**config.mk**
```make
export PLATFORM = sky130hd
export DESIGN_NAME = pq_sorted_array_flat
export DESIGN_NICKNAME = d
export VERILOG_FILES = /design/src/rtl/pq_sorted_array_pkg.sv /design/src/rtl/pq_sorted_array_if.sv /design/src/rtl/pq_sorted_array_cell.sv /design/src/rtl/pq_sorted_array.sv /design/src/flat_wrapper.sv
export SDC_FILE = /design/constraint.sdc
export NUM_CORES = 2
export LEC_CHECK = 0
export CAP_MARGIN = 5
export CORE_MARGIN = 1.5
export CORE_UTILIZATION = 35
export DETAILED_ROUTE_END_ITERATION = 16
export SYNTH_ARGS = -nofsm -noshare
export SYNTH_HDL_FRONTEND = slang
export SYNTH_SLANG_ARGS = --single-unit
```
**constraint.sdc**
```tcl
create_clock -name clk -period 60.9 [get_ports clk]
set_clock_uncertainty 0.15 [all_clocks]
set_input_delay 6.09 -clock clk [delete_from_list [all_inputs] [get_ports clk]]
set_output_delay 6.09 -clock clk [all_outputs]
set_load 0.01 [all_outputs]
```
**src/rtl/pq_sorted_array_pkg.sv**
```systemverilog
// Shared types for the sorted-array priority queue: opcodes, cell selects, FSM states.
// Imported by the interface, the slot cell and the top level.
package pq_sorted_array_pkg;

  typedef enum logic [1:0] {
    PQ_NOP  = 2'd0,
    PQ_ENQ  = 2'd1,
    PQ_DEQ  = 2'd2,
    PQ_REPL = 2'd3
  } pq_op_t;

  typedef enum logic [1:0] {
    CELL_HOLD = 2'd0,
    CELL_PREV = 2'd1,
    CELL_NEXT = 2'd2,
    CELL_OPND = 2'd3
  } cell_sel_t;

  typedef enum logic {
    ST_IDLE = 1'b0,
    ST_INS  = 1'b1
  } pq_state_t;

endpackage

```
**src/rtl/pq_sorted_array_if.sv**
```systemverilog
// Request/response bundle of the priority queue; master drives requests, slave is the queue.
// rdy is registered by the queue, so a master may sample it on any cycle without a comb loop.
interface pq_sorted_array_if #(
  parameter int PRI_W = 32,
  parameter int TAG_W = 8,
  parameter int DEPTH = 16
);
  import pq_sorted_array_pkg::*;

  localparam int CNT_W = $clog2(DEPTH + 1);

  logic             valid;
  pq_op_t           toperation;
  logic [PRI_W-1:0] priorityIn;
  logic [TAG_W-1:0] tagIn;
  logic             rdy;
  logic [PRI_W-1:0] priorityOut;
  logic [TAG_W-1:0] tagOut;
  logic             valid_out;
  logic             drop_valid;
  logic [PRI_W-1:0] drop_pri;
  logic [TAG_W-1:0] drop_tag;
  logic             err;
  logic [CNT_W-1:0] count;
  logic             full;
  logic             empty;

  modport master (
    output valid, toperation, priorityIn, tagIn,
    input  rdy, priorityOut, tagOut, valid_out, drop_valid, drop_pri, drop_tag,
           err, count, full, empty
  );

  modport slave (
    input  valid, toperation, priorityIn, tagIn,
    output rdy, priorityOut, tagOut, valid_out, drop_valid, drop_pri, drop_tag,
           err, count, full, empty
  );

endinterface

```
**src/rtl/pq_sorted_array_cell.sv**
```systemverilog
// One storage slot: holds {pri, tag, occ} and flags whether the operand belongs ahead of it.
// Updates in one cycle from hold / previous slot / next slot / operand; no backpressure of its own.
module pq_sorted_array_cell
  import pq_sorted_array_pkg::*;
#(
  parameter int PRI_W     = 32,
  parameter int TAG_W     = 8,
  parameter int MAX_FIRST = 0
) (
  input  logic             clk,
  input  logic             rst,
  input  cell_sel_t        sel,
  input  logic [PRI_W-1:0] prev_pri,
  input  logic [TAG_W-1:0] prev_tag,
  input  logic             prev_occ,
  input  logic [PRI_W-1:0] next_pri,
  input  logic [TAG_W-1:0] next_tag,
  input  logic             next_occ,
  input  logic [PRI_W-1:0] opnd_pri,
  input  logic [TAG_W-1:0] opnd_tag,
  output logic [PRI_W-1:0] pri,
  output logic [TAG_W-1:0] tag,
  output logic             occ,
  output logic             op_before
);

  // Strict compare keeps equal priorities in arrival order.
  assign op_before = !occ || ((MAX_FIRST != 0) ? (opnd_pri > pri) : (opnd_pri < pri));

  always_ff @(posedge clk or posedge rst) begin
    if (rst) begin
      pri <= '0;
      tag <= '0;
      occ <= 1'b0;
    end else begin
      case (sel)
        CELL_PREV: begin
          pri <= prev_pri;
          tag <= prev_tag;
          occ <= prev_occ;
        end
        CELL_NEXT: begin
          pri <= next_pri;
          tag <= next_tag;
          occ <= next_occ;
        end
        CELL_OPND: begin
          pri <= opnd_pri;
          tag <= opnd_tag;
          occ <= 1'b1;
        end
        default: ;
      endcase
    end
  end

endmodule

```
**src/rtl/pq_sorted_array.sv**
```systemverilog
// Sorted-array priority queue; DEQ result one cycle after acceptance, ENQ/REPL insert on the next edge.
// rdy drops for one cycle after ENQ/REPL; a full queue evicts the worst element instead of stalling.
module pq_sorted_array
  import pq_sorted_array_pkg::*;
#(
  parameter int PRI_W     = 32,
  parameter int TAG_W     = 8,
  parameter int DEPTH     = 16,
  parameter int MAX_FIRST = 0
) (
  input  logic               clk,
  input  logic               rst,
  pq_sorted_array_if.slave   pq
);

  localparam int CNT_W = $clog2(DEPTH + 1);

  pq_state_t        state_q, state_nxt;
  logic             rdy_q;
  logic [PRI_W-1:0] op_pri_q;
  logic [TAG_W-1:0] op_tag_q;
  logic [CNT_W-1:0] count_q, count_nxt;
  logic             full_q, empty_q;
  logic             valid_out_q, drop_valid_q, err_q;
  logic [PRI_W-1:0] pri_out_q, drop_pri_q;
  logic [TAG_W-1:0] tag_out_q, drop_tag_q;

  logic             capture, do_deq, do_ins, err_nxt;

  logic [PRI_W-1:0] pri_s [DEPTH];
  logic [TAG_W-1:0] tag_s [DEPTH];
  logic [DEPTH-1:0] occ_s;
  logic [DEPTH-1:0] before_s;
  logic [DEPTH-1:0] prev_before;
  cell_sel_t        sel [DEPTH];

  always_ff @(posedge clk or posedge rst) begin
    if (rst) state_q <= ST_IDLE;
    else     state_q <= state_nxt;
  end

  always_comb begin
    state_nxt = state_q;
    capture   = 1'b0;
    do_deq    = 1'b0;
    do_ins    = 1'b0;
    err_nxt   = 1'b0;
    case (state_q)
      ST_IDLE: begin
        if (pq.valid && rdy_q) begin
          case (pq.toperation)
            PQ_DEQ: begin
              err_nxt = empty_q;
              do_deq  = !empty_q;
            end
            PQ_ENQ: begin
              capture   = 1'b1;
              state_nxt = ST_INS;
            end
            PQ_REPL: begin
              capture   = 1'b1;
              err_nxt   = empty_q;
              do_deq    = !empty_q;
              state_nxt = ST_INS;
            end
            default: ;
          endcase
        end
      end
      ST_INS: begin
        do_ins    = 1'b1;
        state_nxt = ST_IDLE;
      end
      default: state_nxt = ST_IDLE;
    endcase
  end

  // Insertion point is the first slot the operand beats; everything behind it slides down one.
  assign prev_before = {before_s[DEPTH-2:0], 1'b0};

  always_comb begin
    for (int i = 0; i < DEPTH; i++) begin
      sel[i] = CELL_HOLD;
      if (do_deq) begin
        sel[i] = CELL_NEXT;
      end else if (do_ins) begin
        if (prev_before[i])   sel[i] = CELL_PREV;
        else if (before_s[i]) sel[i] = CELL_OPND;
      end
    end
  end

  for (genvar g = 0; g < DEPTH; g++) begin : g_slot
    logic [PRI_W-1:0] prv_pri, nxt_pri;
    logic [TAG_W-1:0] prv_tag, nxt_tag;
    logic             prv_occ, nxt_occ;

    if (g == 0) begin : g_head
      assign prv_pri = '0;
      assign prv_tag = '0;
      assign prv_occ = 1'b0;
    end else begin : g_mid
      assign prv_pri = pri_s[g-1];
      assign prv_tag = tag_s[g-1];
      assign prv_occ = occ_s[g-1];
    end

    if (g == DEPTH - 1) begin : g_tail
      assign nxt_pri = '0;
      assign nxt_tag = '0;
      assign nxt_occ = 1'b0;
    end else begin : g_body
      assign nxt_pri = pri_s[g+1];
      assign nxt_tag = tag_s[g+1];
      assign nxt_occ = occ_s[g+1];
    end

    pq_sorted_array_cell #(
      .PRI_W     (PRI_W),
      .TAG_W     (TAG_W),
      .MAX_FIRST (MAX_FIRST)
    ) u_cell (
      .clk       (clk),
      .rst       (rst),
      .sel       (sel[g]),
      .prev_pri  (prv_pri),
      .prev_tag  (prv_tag),
      .prev_occ  (prv_occ),
      .next_pri  (nxt_pri),
      .next_tag  (nxt_tag),
      .next_occ  (nxt_occ),
      .opnd_pri  (op_pri_q),
      .opnd_tag  (op_tag_q),
      .pri       (pri_s[g]),
      .tag       (tag_s[g]),
      .occ       (occ_s[g]),
      .op_before (before_s[g])
    );
  end

  always_comb begin
    count_nxt = count_q;
    if (do_deq)                 count_nxt = count_q - 1'b1;
    else if (do_ins && !full_q) count_nxt = count_q + 1'b1;
  end

  always_ff @(posedge clk or posedge rst) begin
    if (rst) begin
      rdy_q        <= 1'b0;
      op_pri_q     <= '0;
      op_tag_q     <= '0;
      count_q      <= '0;
      full_q       <= 1'b0;
      empty_q      <= 1'b1;
      valid_out_q  <= 1'b0;
      drop_valid_q <= 1'b0;
      err_q        <= 1'b0;
      pri_out_q    <= '0;
      tag_out_q    <= '0;
      drop_pri_q   <= '0;
      drop_tag_q   <= '0;
    end else begin
      rdy_q        <= (state_nxt == ST_IDLE);
      count_q      <= count_nxt;
      full_q       <= (count_nxt == CNT_W'(DEPTH));
      empty_q      <= (count_nxt == '0);
      valid_out_q  <= do_deq;
      err_q        <= err_nxt;
      drop_valid_q <= do_ins && full_q;
      if (capture) begin
        op_pri_q <= pq.priorityIn;
        op_tag_q <= pq.tagIn;
      end
      if (do_deq) begin
        pri_out_q <= pri_s[0];
        tag_out_q <= tag_s[0];
      end
      // Full insert: the tail falls out if the operand beats it, otherwise the operand itself is refused.
      if (do_ins && full_q) begin
        drop_pri_q <= before_s[DEPTH-1] ? pri_s[DEPTH-1] : op_pri_q;
        drop_tag_q <= before_s[DEPTH-1] ? tag_s[DEPTH-1] : op_tag_q;
      end
    end
  end

  assign pq.rdy         = rdy_q;
  assign pq.priorityOut = pri_out_q;
  assign pq.tagOut      = tag_out_q;
  assign pq.valid_out   = valid_out_q;
  assign pq.drop_valid  = drop_valid_q;
  assign pq.drop_pri    = drop_pri_q;
  assign pq.drop_tag    = drop_tag_q;
  assign pq.err         = err_q;
  assign pq.count       = count_q;
  assign pq.full        = full_q;
  assign pq.empty       = empty_q;

endmodule

```
**src/flat_wrapper.sv**
```systemverilog
// flat-port wrapper written by rule: the top's interface ports become plain ports
module pq_sorted_array_flat import pq_sorted_array_pkg::*;
#(
  parameter int PRI_W     = 32,
  parameter int TAG_W     = 8,
  parameter int DEPTH     = 16,
  parameter int MAX_FIRST = 0
)
  (clk, rst, pq_valid, pq_toperation, pq_priorityIn, pq_tagIn, pq_rdy, pq_priorityOut, pq_tagOut, pq_valid_out, pq_drop_valid, pq_drop_pri, pq_drop_tag, pq_err, pq_count, pq_full, pq_empty);
  pq_sorted_array_if #(.PRI_W(PRI_W), .TAG_W(TAG_W), .DEPTH(DEPTH)) pq_i ();
  input  logic clk;
  input  logic rst;
  input wire logic [$bits(pq_i.valid)-1:0] pq_valid;
  input wire logic [$bits(pq_i.toperation)-1:0] pq_toperation;
  input wire logic [$bits(pq_i.priorityIn)-1:0] pq_priorityIn;
  input wire logic [$bits(pq_i.tagIn)-1:0] pq_tagIn;
  output wire logic [$bits(pq_i.rdy)-1:0] pq_rdy;
  output wire logic [$bits(pq_i.priorityOut)-1:0] pq_priorityOut;
  output wire logic [$bits(pq_i.tagOut)-1:0] pq_tagOut;
  output wire logic [$bits(pq_i.valid_out)-1:0] pq_valid_out;
  output wire logic [$bits(pq_i.drop_valid)-1:0] pq_drop_valid;
  output wire logic [$bits(pq_i.drop_pri)-1:0] pq_drop_pri;
  output wire logic [$bits(pq_i.drop_tag)-1:0] pq_drop_tag;
  output wire logic [$bits(pq_i.err)-1:0] pq_err;
  output wire logic [$bits(pq_i.count)-1:0] pq_count;
  output wire logic [$bits(pq_i.full)-1:0] pq_full;
  output wire logic [$bits(pq_i.empty)-1:0] pq_empty;
  assign pq_i.valid = pq_valid;
  assign pq_i.toperation = pq_toperation;
  assign pq_i.priorityIn = pq_priorityIn;
  assign pq_i.tagIn = pq_tagIn;
  assign pq_rdy = pq_i.rdy;
  assign pq_priorityOut = pq_i.priorityOut;
  assign pq_tagOut = pq_i.tagOut;
  assign pq_valid_out = pq_i.valid_out;
  assign pq_drop_valid = pq_i.drop_valid;
  assign pq_drop_pri = pq_i.drop_pri;
  assign pq_drop_tag = pq_i.drop_tag;
  assign pq_err = pq_i.err;
  assign pq_count = pq_i.count;
  assign pq_full = pq_i.full;
  assign pq_empty = pq_i.empty;
  pq_sorted_array #(.PRI_W(PRI_W), .TAG_W(TAG_W), .DEPTH(DEPTH), .MAX_FIRST(MAX_FIRST)) u_core (.clk(clk), .rst(rst), .pq(pq_i));
endmodule
```
==> results.sh <==
export IMPL_outcome="complete, no violations"
export IMPL_htreeDepth=3
export IMPL_grt_pass1_vias=46590
export IMPL_gp_congestion=0.8654
export IMPL_netlist_instances=5880
export IMPL_drt_iter0_drc=4339
export IMPL_max_freq_mhz=92.52
export IMPL_placedInstanceArea_mm2=0.05445
export IMPL_holdBufCountCts=0
export IMPL_final_cell_mix="dfrtp_1 (786), inv_1 (575), ha_1 (498)"
export IMPL_synthDistinctLibCells=79
export IMPL_post_route_period_util_pct=17.75
export IMPL_drive_gt1_share_pct=5.620
export IMPL_r2r_slack_ns=55.50
export IMPL_utilization_pct=39.32
export IMPL_hold_path_end="u_core.pq.priorityOut[24]"
export IMPL_hold_path_depth=2
export IMPL_yosysWarningCount=0
export IMPL_yosys_area_top_type="dfrtp_1"
export IMPL_relSlewSlack_pct=14.73
export IMPL_powerDensity_mw_per_mm2=49.84
export IMPL_cts_resized=0
export IMPL_clk_latency_ns=0.69
export IMPL_final_common_cell="dfrtp_1"
export IMPL_grt_antenna_before_repair=2
export IMPL_drtAntennaViolNets=0
export IMPL_die_area_mm2=0.1496
export IMPL_grt_max_degree=197
export IMPL_dp_slack_ns=49.56
export IMPL_synthArstFlopShare_pct=100.0
export IMPL_crit_path_start_kind="input port"
export IMPL_clockBufferDepth=3
export IMPL_synth_edf_count=0
export IMPL_worstMarginPinSlew_ns=1.275
export IMPL_setup_violations=0
export IMPL_synthToLayoutAreaGrowth_pct=11.30
export IMPL_n_antenna_cell=0
export IMPL_io_buffer_count=135
export IMPL_tritoncts="yes"
export IMPL_num_io_pins=136
export IMPL_grt_pass1_wl_mm=267.3
export IMPL_ys_flop_type="dfrtp_1"
export IMPL_vias=46740
export IMPL_stdcell_area_mm2=0.05737
export IMPL_placed_cells=7537
export IMPL_cts_root_buffer="clkbuf_16"
export IMPL_synth_seq_cells=788
export IMPL_regToRegStartpoint="u_core.state_q"
export IMPL_coreArea_mm2=0.1459
export IMPL_r2r_end="u_core.pq.empty"
export IMPL_fin_nets=6255
export IMPL_period_needed_ns=10.81
export IMPL_n_fill_cell=14500
export IMPL_netlist_area_mm2=0.05155
export IMPL_clkSinkCount=788
export IMPL_rows=140
export IMPL_wl_per_cell_um=21.77
export IMPL_final_setup_tns_ns=0
export IMPL_rsz0062_at_grt="false"
export IMPL_fin_ws_ns=50.09
export IMPL_synth_area_top_cells="dfrtp_1 (38%), ha_1 (12%), inv_1 (4.2%)"
export IMPL_crit_arrival_ns=11.26
export IMPL_hp_class="register to register"
export IMPL_worstPathRequired_ns=61.35
export IMPL_min_from="u_core.pq.priorityOut[24]"
export IMPL_drt_first_pass_iters=7
export IMPL_drv_slew=0
export IMPL_r2r_cells=10
export IMPL_hold_violations=0
export IMPL_die_h_um=386.8
export IMPL_synth_top_area_share_pct=38.20
export IMPL_start_util_pct=35.33
export IMPL_die_w_um=386.8
export IMPL_drc=0
export IMPL_vias_per_cell=6.070
export IMPL_maxCapViolCount=0
export IMPL_yosysSeqAreaShare_pct=38.26
export IMPL_cts_buffers=89
export IMPL_wirelength_mm=167.6
export IMPL_crit_fanout=196
export IMPL_post_cts_buffers=0
export IMPL_synth_area_per_cell_um2=8.767
export IMPL_grt_overflow_total=0
export IMPL_finalNonFillerCells=7700
export IMPL_cp_end_kind="register"
export IMPL_p_leak_nw=24.84
export IMPL_grt_use_total_pct=21.74
export IMPL_criticalPathCategory="input port to register"
export IMPL_vdd_ir_drop_max_mv=0.02539
export IMPL_syn_nets=6423
export IMPL_cts_clk_slew_worst_paths_ns=0.06
export IMPL_dp_hpwl_mm=116.4
[worst max-delay path: stages]
cell and delay, ns:
clkdlybuf4s50_1 0.48, nand3_1 0.13, nor2_1 0.12, buf_4 0.25, nand2_4 0.35, inv_8 0.79, buf_4 0.87, buf_4 0.76
a22oi_1 0.23, xnor2_1 0.18, nor4_1 0.36, nor2b_1 0.21
[how the worst max path moves through the flow]
stage,from,cells after the start,slack (ns),endpoint
floorplan,rst,1,32.54,u_core.g_slot[0].u_cell.occ
global placement,pq_valid,12,49.60,u_core.pq.empty
detailed placement,pq_valid,12,49.56,u_core.pq.empty
CTS,pq_valid,12,50.26,u_core.pq.empty
global route,pq_valid,12,49.77,u_core.pq.empty
finish,pq_valid,12,50.09,u_core.pq.empty
[synth_stat cells (33+ instances only)]
master / instances
nand2_1: 443
nor2_1: 229
o31a_1: 74
nand3_1: 236
mux2i_1: 33
and2_1: 48
o31ai_1: 68
dfrtp_1: 787
nand4_1: 85
ha_1: 498
clkbuf_1: 462
a22oi_1: 245
a222oi_1: 81
a221o_1: 135
nor3_1: 217
a21oi_1: 333
inv_1: 577
a221oi_1: 38
a31oi_1: 224
o211ai_1: 58
o21ai_0: 308
o22ai_1: 114
o311ai_0: 40
a21o_1: 61
nor4_1: 57
a32oi_1: 42
a22o_1: 50
[logic make-up (layout without fill, tap and decap cells)]
family                   after synthesis  count (layout)  synth area share, %
XOR/XNOR                               4               4              0.06796
flip-flops                           788             788                38.26
AO/OA/AOI/OAI                       2017            2017                27.40
multiplexers                          42              42               0.8374
adder cells (fa/ha/maj)              498             498                12.09
buffers and inverters               1093             996                8.068
AND/OR/NAND/NOR                     1438            1438                13.28
[area by class of cell]
cell class,instances,area (um2),share of cell area [%]
clock buffer,129,2577,4.492
clock inverter,33,331.6,0.5779
inverter,579,2191,3.819
multi-input combinational,3999,27870,48.58
sequential,788,19720,34.37
tap,1917,2399,4.181
timing repair buffer,255,2281,3.976
[state kept, by name (all words and copies together) (netlist names)]
name                      count
u_core.g_slot.u_cell.pri    512
u_core.g_slot.u_cell.tag    128
u_core.op_pri_q              32
u_core.pq.drop_pri           32
u_core.pq.priorityOut        32
u_core.g_slot.u_cell.occ     16
u_core.op_tag_q               8
u_core.pq.drop_tag            8
u_core.pq.tagOut              8
u_core.pq.count               5
u_core.pq.drop_valid          1
u_core.pq.empty               1
u_core.pq.err                 1
u_core.pq.full                1
u_core.pq.rdy                 1
u_core.pq.valid_out           1
u_core.state_q                1
[per-layer routing]
| layer | global-route usage (%) | part of all wire [%] |
|---|---|---|
| met3 | 2.199 | 4.4 |
| met4 | 8.056 | 3.1 |
| met2 | 36.25 | 49 |
| met1 | 29.08 | 44 |
| met5 | 0 | 0 |
[power breakdown]
part / internal, mW / switching [mW] / total (mW) / leakage, nW
clock: 0.315 / 0.239 / 0.555 / 1.45
combinational: 0.534 / 0.790 / 1.32 / 13.7
sequential: 0.753 / 0.228 / 0.981 / 9.65
total: 1.60 / 1.26 / 2.86 / 24.8
[stage by stage]
| stage | total power [mW] | hold WS [ns] |
|---|---|---|
| finish | 2.860 | 0.3266 |
| global route | 3.088 | 0.3599 |
| CTS | 2.864 | 0.3337 |
| detailed placement | 2.299 | 0.3201 |
| global placement | 2.252 | 0.3167 |
| floorplan | 1.852 | 0.3113 |
Power figures use the tool's default switching activity.
